===== config.mk =====
export PLATFORM = sky130hd
export DESIGN_NAME = recon_tx_framer
export DESIGN_NICKNAME = d
export VERILOG_FILES = /design/src/rtl/recon_tx_framer.sv
export SDC_FILE = /design/constraint.sdc
export NUM_CORES = 2
export LEC_CHECK = 0
export CAP_MARGIN = 20
export CORE_AREA = 5 5 619 621
export DETAILED_ROUTE_END_ITERATION = 8
export DIE_AREA = 0 0 624 626
export HOLD_SLACK_MARGIN = 0.02
export PLACE_DENSITY = 0.4
export SLEW_MARGIN = 20
export SYNTH_ARGS = -nofsm -noshare
export SYNTH_HDL_FRONTEND = slang
export SYNTH_SLANG_ARGS = --single-unit

===== constraint.sdc =====
create_clock -name clk -period 2.4 [get_ports clk]
set_clock_uncertainty 0.1 [all_clocks]
set_input_delay 0.48 -clock clk [delete_from_list [all_inputs] [get_ports clk]]
set_output_delay 0.48 -clock clk [all_outputs]
set_load 0.02 [all_outputs]

===== src/rtl/recon_tx_framer.sv =====
// Reconfiguration frame transmit framer: 46-byte ETH/IP/RMT header + 10-byte recon header + payload
// realigned by 56 bytes. Payload length checking is built when RECON_TX_LEN_CHECK_EN is defined.
module recon_tx_framer #(
  parameter int          DATA_WIDTH = 512,
  parameter int          KEEP_WIDTH = DATA_WIDTH / 8,
  parameter int          ADDR_WIDTH = 34,
  parameter logic [15:0] RECON_ID   = 16'hF0E1
) (
  input  logic                  clk,
  input  logic                  rst,
  input  logic [375:0]          hdr_template,
  input  logic [1:0]            s_axis_cmd_func,
  input  logic [7:0]            s_axis_cmd_id,
  input  logic [ADDR_WIDTH-1:0] s_axis_cmd_addr,
  input  logic [31:0]           s_axis_cmd_size,
  input  logic                  s_axis_cmd_payload,
  input  logic                  s_axis_cmd_valid,
  output logic                  s_axis_cmd_ready,
  input  logic [DATA_WIDTH-1:0] s_axis_tdata,
  input  logic [KEEP_WIDTH-1:0] s_axis_tkeep,
  input  logic                  s_axis_tvalid,
  input  logic                  s_axis_tlast,
  output logic                  s_axis_tready,
  output logic [DATA_WIDTH-1:0] m_axis_tdata,
  output logic [KEEP_WIDTH-1:0] m_axis_tkeep,
  output logic                  m_axis_tvalid,
  output logic                  m_axis_tlast,
  input  logic                  m_axis_tready,
  output logic                  status_frame_done,
  output logic                  status_len_err
);

  typedef enum logic [2:0] {IDLE, HDR_ONLY, HDR, BODY, FLUSH, DRAIN} state_t;

  state_t                  state;
  logic [1:0]              cmd_func_q;
  logic [7:0]              cmd_id_q;
  logic [ADDR_WIDTH-1:0]   cmd_addr_q;
  logic [31:0]             cmd_size_q;
  logic                    cmd_payload_q;
  logic [447:0]            hold_data;
  logic [55:0]             hold_keep;
  logic                    drain_q;
  logic [DATA_WIDTH-1:0]   m_tdata_q;
  logic [KEEP_WIDTH-1:0]   m_tkeep_q;
  logic                    m_tvalid_q;
  logic                    m_tlast_q;

  logic [79:0]             recon_hdr;
  logic [447:0]            hdr_beat;
  logic [447:0]            base_data;
  logic [55:0]             base_keep;
  logic                    adv;
  logic                    in_take;
  logic [KEEP_WIDTH-1:0]   eff_keep;
  logic                    eff_last;
  logic                    trunc;
  logic                    unused_tmpl;

`ifdef RECON_TX_LEN_CHECK_EN
  logic [31:0]             byte_cnt;
  logic [31:0]             cnt_next;
  logic [6:0]              beat_bytes;
  logic [32:0]             sum;
  logic [31:0]             rem;
  logic [63:0]             keep_mask;
  logic                    len_err;
  logic                    len_err_q;
`endif

  assign recon_hdr   = {3'b000, cmd_size_q, cmd_id_q, cmd_addr_q, ~cmd_payload_q, cmd_func_q};
  assign hdr_beat    = {recon_hdr, hdr_template[367:352], RECON_ID, hdr_template[335:0]};
  assign unused_tmpl = ^hdr_template[375:368];

  assign adv       = !m_tvalid_q || m_axis_tready;
  assign base_data = (state == HDR) ? hdr_beat : hold_data;
  assign base_keep = (state == HDR) ? '1 : hold_keep;

  assign s_axis_cmd_ready = !rst && (state == IDLE);
  assign s_axis_tready    = !rst && ((((state == HDR) || (state == BODY)) && adv) || (state == DRAIN));
  assign in_take          = s_axis_tvalid && s_axis_tready;

  assign m_axis_tdata      = m_tdata_q;
  assign m_axis_tkeep      = m_tkeep_q;
  assign m_axis_tvalid     = m_tvalid_q;
  assign m_axis_tlast      = m_tlast_q;
  assign status_frame_done = m_tvalid_q && m_axis_tready && m_tlast_q;

  always_comb begin
    eff_keep = s_axis_tkeep;
    eff_last = s_axis_tlast;
    trunc    = 1'b0;
`ifdef RECON_TX_LEN_CHECK_EN
    beat_bytes = '0;
    for (int unsigned i = 0; i < KEEP_WIDTH; i++) begin
      beat_bytes = beat_bytes + 7'(s_axis_tkeep[i]);
    end
    sum       = {1'b0, byte_cnt} + 33'(beat_bytes);
    cnt_next  = sum[32] ? '1 : sum[31:0];
    rem       = (byte_cnt < cmd_size_q) ? (cmd_size_q - byte_cnt) : '0;
    keep_mask = (rem >= 32'd64) ? '1 : ((64'd1 << rem[5:0]) - 64'd1);
    len_err   = 1'b0;
    // Size reached before tlast: cut this beat at the size boundary and drain the rest.
    if (!s_axis_tlast && (sum >= {1'b0, cmd_size_q})) begin
      trunc    = 1'b1;
      eff_last = 1'b1;
      len_err  = 1'b1;
      eff_keep = s_axis_tkeep & keep_mask;
    end else if (s_axis_tlast && (cnt_next != cmd_size_q)) begin
      len_err = 1'b1;
    end
`endif
  end

  always_ff @(posedge clk) begin
    if (rst) begin
      state         <= IDLE;
      cmd_func_q    <= '0;
      cmd_id_q      <= '0;
      cmd_addr_q    <= '0;
      cmd_size_q    <= '0;
      cmd_payload_q <= 1'b0;
      hold_data     <= '0;
      hold_keep     <= '0;
      drain_q       <= 1'b0;
      m_tdata_q     <= '0;
      m_tkeep_q     <= '0;
      m_tvalid_q    <= 1'b0;
      m_tlast_q     <= 1'b0;
`ifdef RECON_TX_LEN_CHECK_EN
      byte_cnt      <= '0;
      len_err_q     <= 1'b0;
`endif
    end else begin
      if (m_axis_tready) m_tvalid_q <= 1'b0;
`ifdef RECON_TX_LEN_CHECK_EN
      len_err_q <= 1'b0;
`endif
      unique case (state)
        IDLE: begin
          if (s_axis_cmd_valid) begin
            cmd_func_q    <= s_axis_cmd_func;
            cmd_id_q      <= s_axis_cmd_id;
            cmd_addr_q    <= s_axis_cmd_addr;
            cmd_size_q    <= s_axis_cmd_size;
            cmd_payload_q <= s_axis_cmd_payload;
            drain_q       <= 1'b0;
`ifdef RECON_TX_LEN_CHECK_EN
            byte_cnt      <= '0;
`endif
            state         <= s_axis_cmd_payload ? HDR : HDR_ONLY;
          end
        end
        HDR_ONLY: begin
          if (adv) begin
            m_tdata_q  <= {64'b0, hdr_beat};
            m_tkeep_q  <= {8'h00, 56'hFF_FFFF_FFFF_FFFF};
            m_tlast_q  <= 1'b1;
            m_tvalid_q <= 1'b1;
            state      <= IDLE;
          end
        end
        HDR, BODY: begin
          if (in_take) begin
            m_tdata_q  <= {s_axis_tdata[63:0], base_data};
            m_tkeep_q  <= {eff_keep[7:0], base_keep};
            m_tvalid_q <= 1'b1;
            hold_data  <= s_axis_tdata[511:64];
            hold_keep  <= eff_keep[63:8];
            drain_q    <= trunc;
`ifdef RECON_TX_LEN_CHECK_EN
            byte_cnt   <= cnt_next;
            len_err_q  <= len_err;
`endif
            if (eff_last && (eff_keep[63:8] == '0)) begin
              m_tlast_q <= 1'b1;
              state     <= trunc ? DRAIN : IDLE;
            end else begin
              m_tlast_q <= 1'b0;
              state     <= eff_last ? FLUSH : BODY;
            end
          end
        end
        FLUSH: begin
          if (adv) begin
            m_tdata_q  <= {64'b0, hold_data};
            m_tkeep_q  <= {8'h00, hold_keep};
            m_tlast_q  <= 1'b1;
            m_tvalid_q <= 1'b1;
            state      <= drain_q ? DRAIN : IDLE;
          end
        end
        DRAIN: begin
          if (s_axis_tvalid && s_axis_tlast) state <= IDLE;
        end
        default: state <= IDLE;
      endcase
    end
  end

`ifdef RECON_TX_LEN_CHECK_EN
  assign status_len_err = len_err_q;
`else
  assign status_len_err = 1'b0;
`endif

endmodule


==> flow_summary.yaml <==
status:
  run_status: "finished, violations left"
  violated_checks: "setup timing"
setup_path:
  cpMostUsedCell: "sky130_fd_sc_hd__buf_6"
  crit_path_cell_trace: "buf_6, nor4_4, buf_6"
  critical_path_arrival_ns: 1.87
  worstRegToRegCells: 7
  critical_path.endpoint_type: "output pin"
  worstSetupStartpoint: "state[0]$_SDFFE_PP0P_"
  worst_r2r_endpoint: "m_axis_tdata[241]$_SDFFE_PP0P_"
  timing.critical_path.fanout_max: 4
  worst-path-stages: 3
  path_buf_inv: 2
  critical-path-slowest-cell: "sky130_fd_sc_hd__dfxtp_4"
  crit_path_end: "s_axis_cmd_ready"
  worst_setup_path_start_kind: "flop"
  setup.worst_path.class: "flop to output pin"
  timing.critical_path.max_delay_family: "flip-flops"
  setup_slack_of_the_worst_register_to_register_path_ns: 0.10
  rr_startpoint: "state[0]$_SDFFE_PP0P_"
  worst_ep_required_time_ns: 1.82
  worst_path_largest_cell_delay_ns: 0.36
pwr:
  power.density_cell_area_nw_per_um2: 801
  power.total_mw: 60.5
  vdd.ir_drop.worst_v: 0.000486
  static-leakage-power_nw: 27.0
logic_synthesis:
  synthCells: 5634
  synth.distinct_cells: 37
  synth.cell_area_um2: 46200
  synth.yosys.seq_area_share: 0.503
  mappedNetlistNets: 6669
  post-synth-top-area-cell: "sky130_fd_sc_hd__dfxtp_1"
  average_cell_area_after_synthesis_um2: 8.20
  synth_top_area_share: 0.503
  yosys_warnings: 0
  yosys_register_bits: 1162
  synth_top_cells_by_area: "sky130_fd_sc_hd__dfxtp_1, sky130_fd_sc_hd__nand2_1, sky130_fd_sc_hd__a311oi_2"
global_route:
  number_of_global_route_vias_before_repair: 48000
  globalRouteOverflowTotal: 0
  grt.total_usage: 0.171
  antenna_violations_before_repair: 289
  grt_start_max_net_pins: 177
  first_pass_grt_wire_length_um: 456000
cts:
  cts_tree: "yes"
  clkTransAtPathRegs_ns: 0.06
  ctsRootBufferMaster: "sky130_fd_sc_hd__clkbuf_16"
  cts-root-to-sink-buffers: 4
  numCtsBuffers: 158
  clk-insertion-delay-late_ns: 0.83
  clock_sink_count: 1162
  cts_max_level: 4
place:
  preCtsSetupSlack_ns: -0.541
  io_buffer_count: 1591
  detailed_place_hpwl_um: 298000
  place_congestion: 0.894
  placed_cell_area_um2: 69300
drt:
  vias_per_cell: 3.86
  routedWlPerCell_um: 28.2
  dr.pass1.iters: 5
  detail_route.iter0.violations: 2987
  route.detailed.drc: 0
  vias: 48300
  detail-route-antenna-nets: 0
  postRouteWirelength_um: 353000
job:
  maxCapViolCount: 0
sta:
  setup_slack_ns: -0.0519
  number_of_failing_hold_endpoints_at_the_final_stage: 0
  fin_crit_ns: 2.45
  final.period_utilization: 1.02
  worstMarginPinSlew_ns: 1.10
  maxSlewHeadroom: 0.264
  fmax_mhz: 408
  rsz0062_at_grt: "true"
  final.hold.worst_slack_ns: 0.114
  timing.final.setup_violations: 1
  slew_violations: 0
cells_and_area:
  layout.core_utilization: 0.200
  design.final.nets: 8350
  design_area_final_um2: 75500
  share_of_final_layout_standard_cells_stronger_than_drive_strength_1: 0.136
  syn2layout_area_growth_pct: 63.3
floorplan:
  floorplan.die_area_um2: 391000
  die_x_um: 624
  floorplan.core_area_um2: 377000
  rows: 226
  vertical_die_dimension_um: 626
  io-pin-count: 1617
  initial_standard_cell_utilization_of_the_core: 0.123
worst_hold_path:
  hold_path.class: "primary input to flop"
-- flip-flops by register name, summed over array words and instances, names as in the netlist --
signal and flops:
m_axis_tdata 512, hold_data 448, m_axis_tkeep 64, hold_keep 56, cmd_addr_q 34, cmd_size_q 32, cmd_id_q 8, state 3
cmd_func_q 2, cmd_payload_q 1, m_axis_tlast 1, m_axis_tvalid 1
-- synthesized netlist by cell type (all sizes together) --
library cell	count
o2111ai	1
dfxtp	1162
a22o	2
nand4	3
nand2b	3
a41oi	1
o311a	1
a22oi	2
conb	1
o22a	1
inv	2
o41ai	1
o21ai	5
nand2	2104
o211ai	1
o311ai	1
and3	3
buf	255
a211oi	1
a21o	1
nor2b	4
o221a	1
a21oi	667
nor4	16
and2	2
nor3	130
a311oi	429
a211o	1
nand3	87
nor2	496
clkbuf	249
and3b	1
-- placed cells by master, fill, tap and decap left out, types with 49 or more instances in the layout --
| master | instances |
|---|---|
| sky130_fd_sc_hd__nand2_1 | 2104 |
| sky130_fd_sc_hd__dfxtp_1 | 1158 |
| sky130_fd_sc_hd__clkdlybuf4s50_1 | 1009 |
| sky130_fd_sc_hd__a21oi_1 | 667 |
| sky130_fd_sc_hd__nor2_1 | 494 |
| sky130_fd_sc_hd__dlygate4sd2_1 | 461 |
| sky130_fd_sc_hd__a311oi_2 | 340 |
| sky130_fd_sc_hd__buf_4 | 273 |
| sky130_fd_sc_hd__clkbuf_16 | 160 |
| sky130_fd_sc_hd__nor3_1 | 130 |
| sky130_fd_sc_hd__dlygate4sd3_1 | 114 |
| sky130_fd_sc_hd__a311oi_1 | 89 |
| sky130_fd_sc_hd__buf_12 | 87 |
| sky130_fd_sc_hd__nand3_1 | 85 |
| sky130_fd_sc_hd__diode_2 | 72 |
| sky130_fd_sc_hd__clkdlybuf4s15_2 | 49 |
-- area by class of cell --
class	count	area (µm²)
diodes	72	180
clock buffers	228	4500
clock inverters	45	712
fillers	42100	302000
inverters	2	7.51
multi-input cells	3966	20600
flip-flops and latches	1162	23300
well taps	5016	6280
repair buffers	2025	20000
-- per-layer routing --
layer	track usage	routed length, µm	vias up
li1	-	-	22400
met1	0.196	138000	23500
met2	0.288	167000	1671
met3	0.0852	39400	592
met4	0.0342	7390	182
met5	0	1150	-
-- cell families after synthesis --
group / after synthesis / share of synthesized area
and+or+nand+nor: 2849 / 0.239
DFF: 1162 / 0.503
AOI/OAI and AO/OA: 1116 / 0.203
buffers and inverters: 506 / 0.0541
other: 1 / 0.0000812
-- through the flow --
stage	TNS, ns	std cells
floorplan	0	5634
global placement	-335.75	12100
detailed placement	-325.38	12100
CTS	-0.376	12400
global route	-0.236	12500
finish	-0.0519	12500
-- power breakdown --
| part | total, mW | switching (mW) | internal (mW) |
|---|---|---|---|
| Clock | 24.4 | 9.92 | 14.5 |
| Combinational | 13.9 | 8.28 | 5.66 |
| Sequential | 22.1 | 1.09 | 21.0 |
| Total | 60.5 | 19.3 | 41.2 |
-- worst min path at each step --
stage / startpoint / to / slack (ns) / cells past startpoint
floorplan: cmd_payload_q$_SDFFE_PP0P_ / cmd_payload_q$_SDFFE_PP0P_ / 0.33 / 2
global placement: hold_data[95]$_SDFFE_PP0P_ / hold_data[95]$_SDFFE_PP0P_ / 0.34 / 2
detailed placement: m_axis_tdata[337]$_SDFFE_PP0P_ / m_axis_tdata[337]$_SDFFE_PP0P_ / 0.35 / 2
CTS: s_axis_tdata[235] / hold_data[171]$_SDFFE_PP0P_ / 0.02 / 3
global route: s_axis_tdata[285] / hold_data[221]$_SDFFE_PP0P_ / 0.06 / 3
finish: s_axis_tdata[489] / hold_data[425]$_SDFFE_PP0P_ / 0.11 / 3
-- worst reg2reg max path, delay by kind of cell (launching register included) --
family,cells,cell delay [ns]
flip-flops,1,0.36
buffers and inverters,3,0.69
AO/OA/AOI/OAI,2,0.59
AND/OR/NAND/NOR,2,0.45
-- repair_timing --
| item | CTS | global route |
|---|---|---|
| setup buffers | 6 | 2 |
| pin swaps | 3 | 3 |
| resized for setup | 677 | 8 |
| endpoints found under the hold margin | 120 | 0 |
| endpoints found under the setup margin | 575 | 8 |
| hold buffers | 114 | 0 |
No activity file was read; power rests on OpenSTA's default activity.
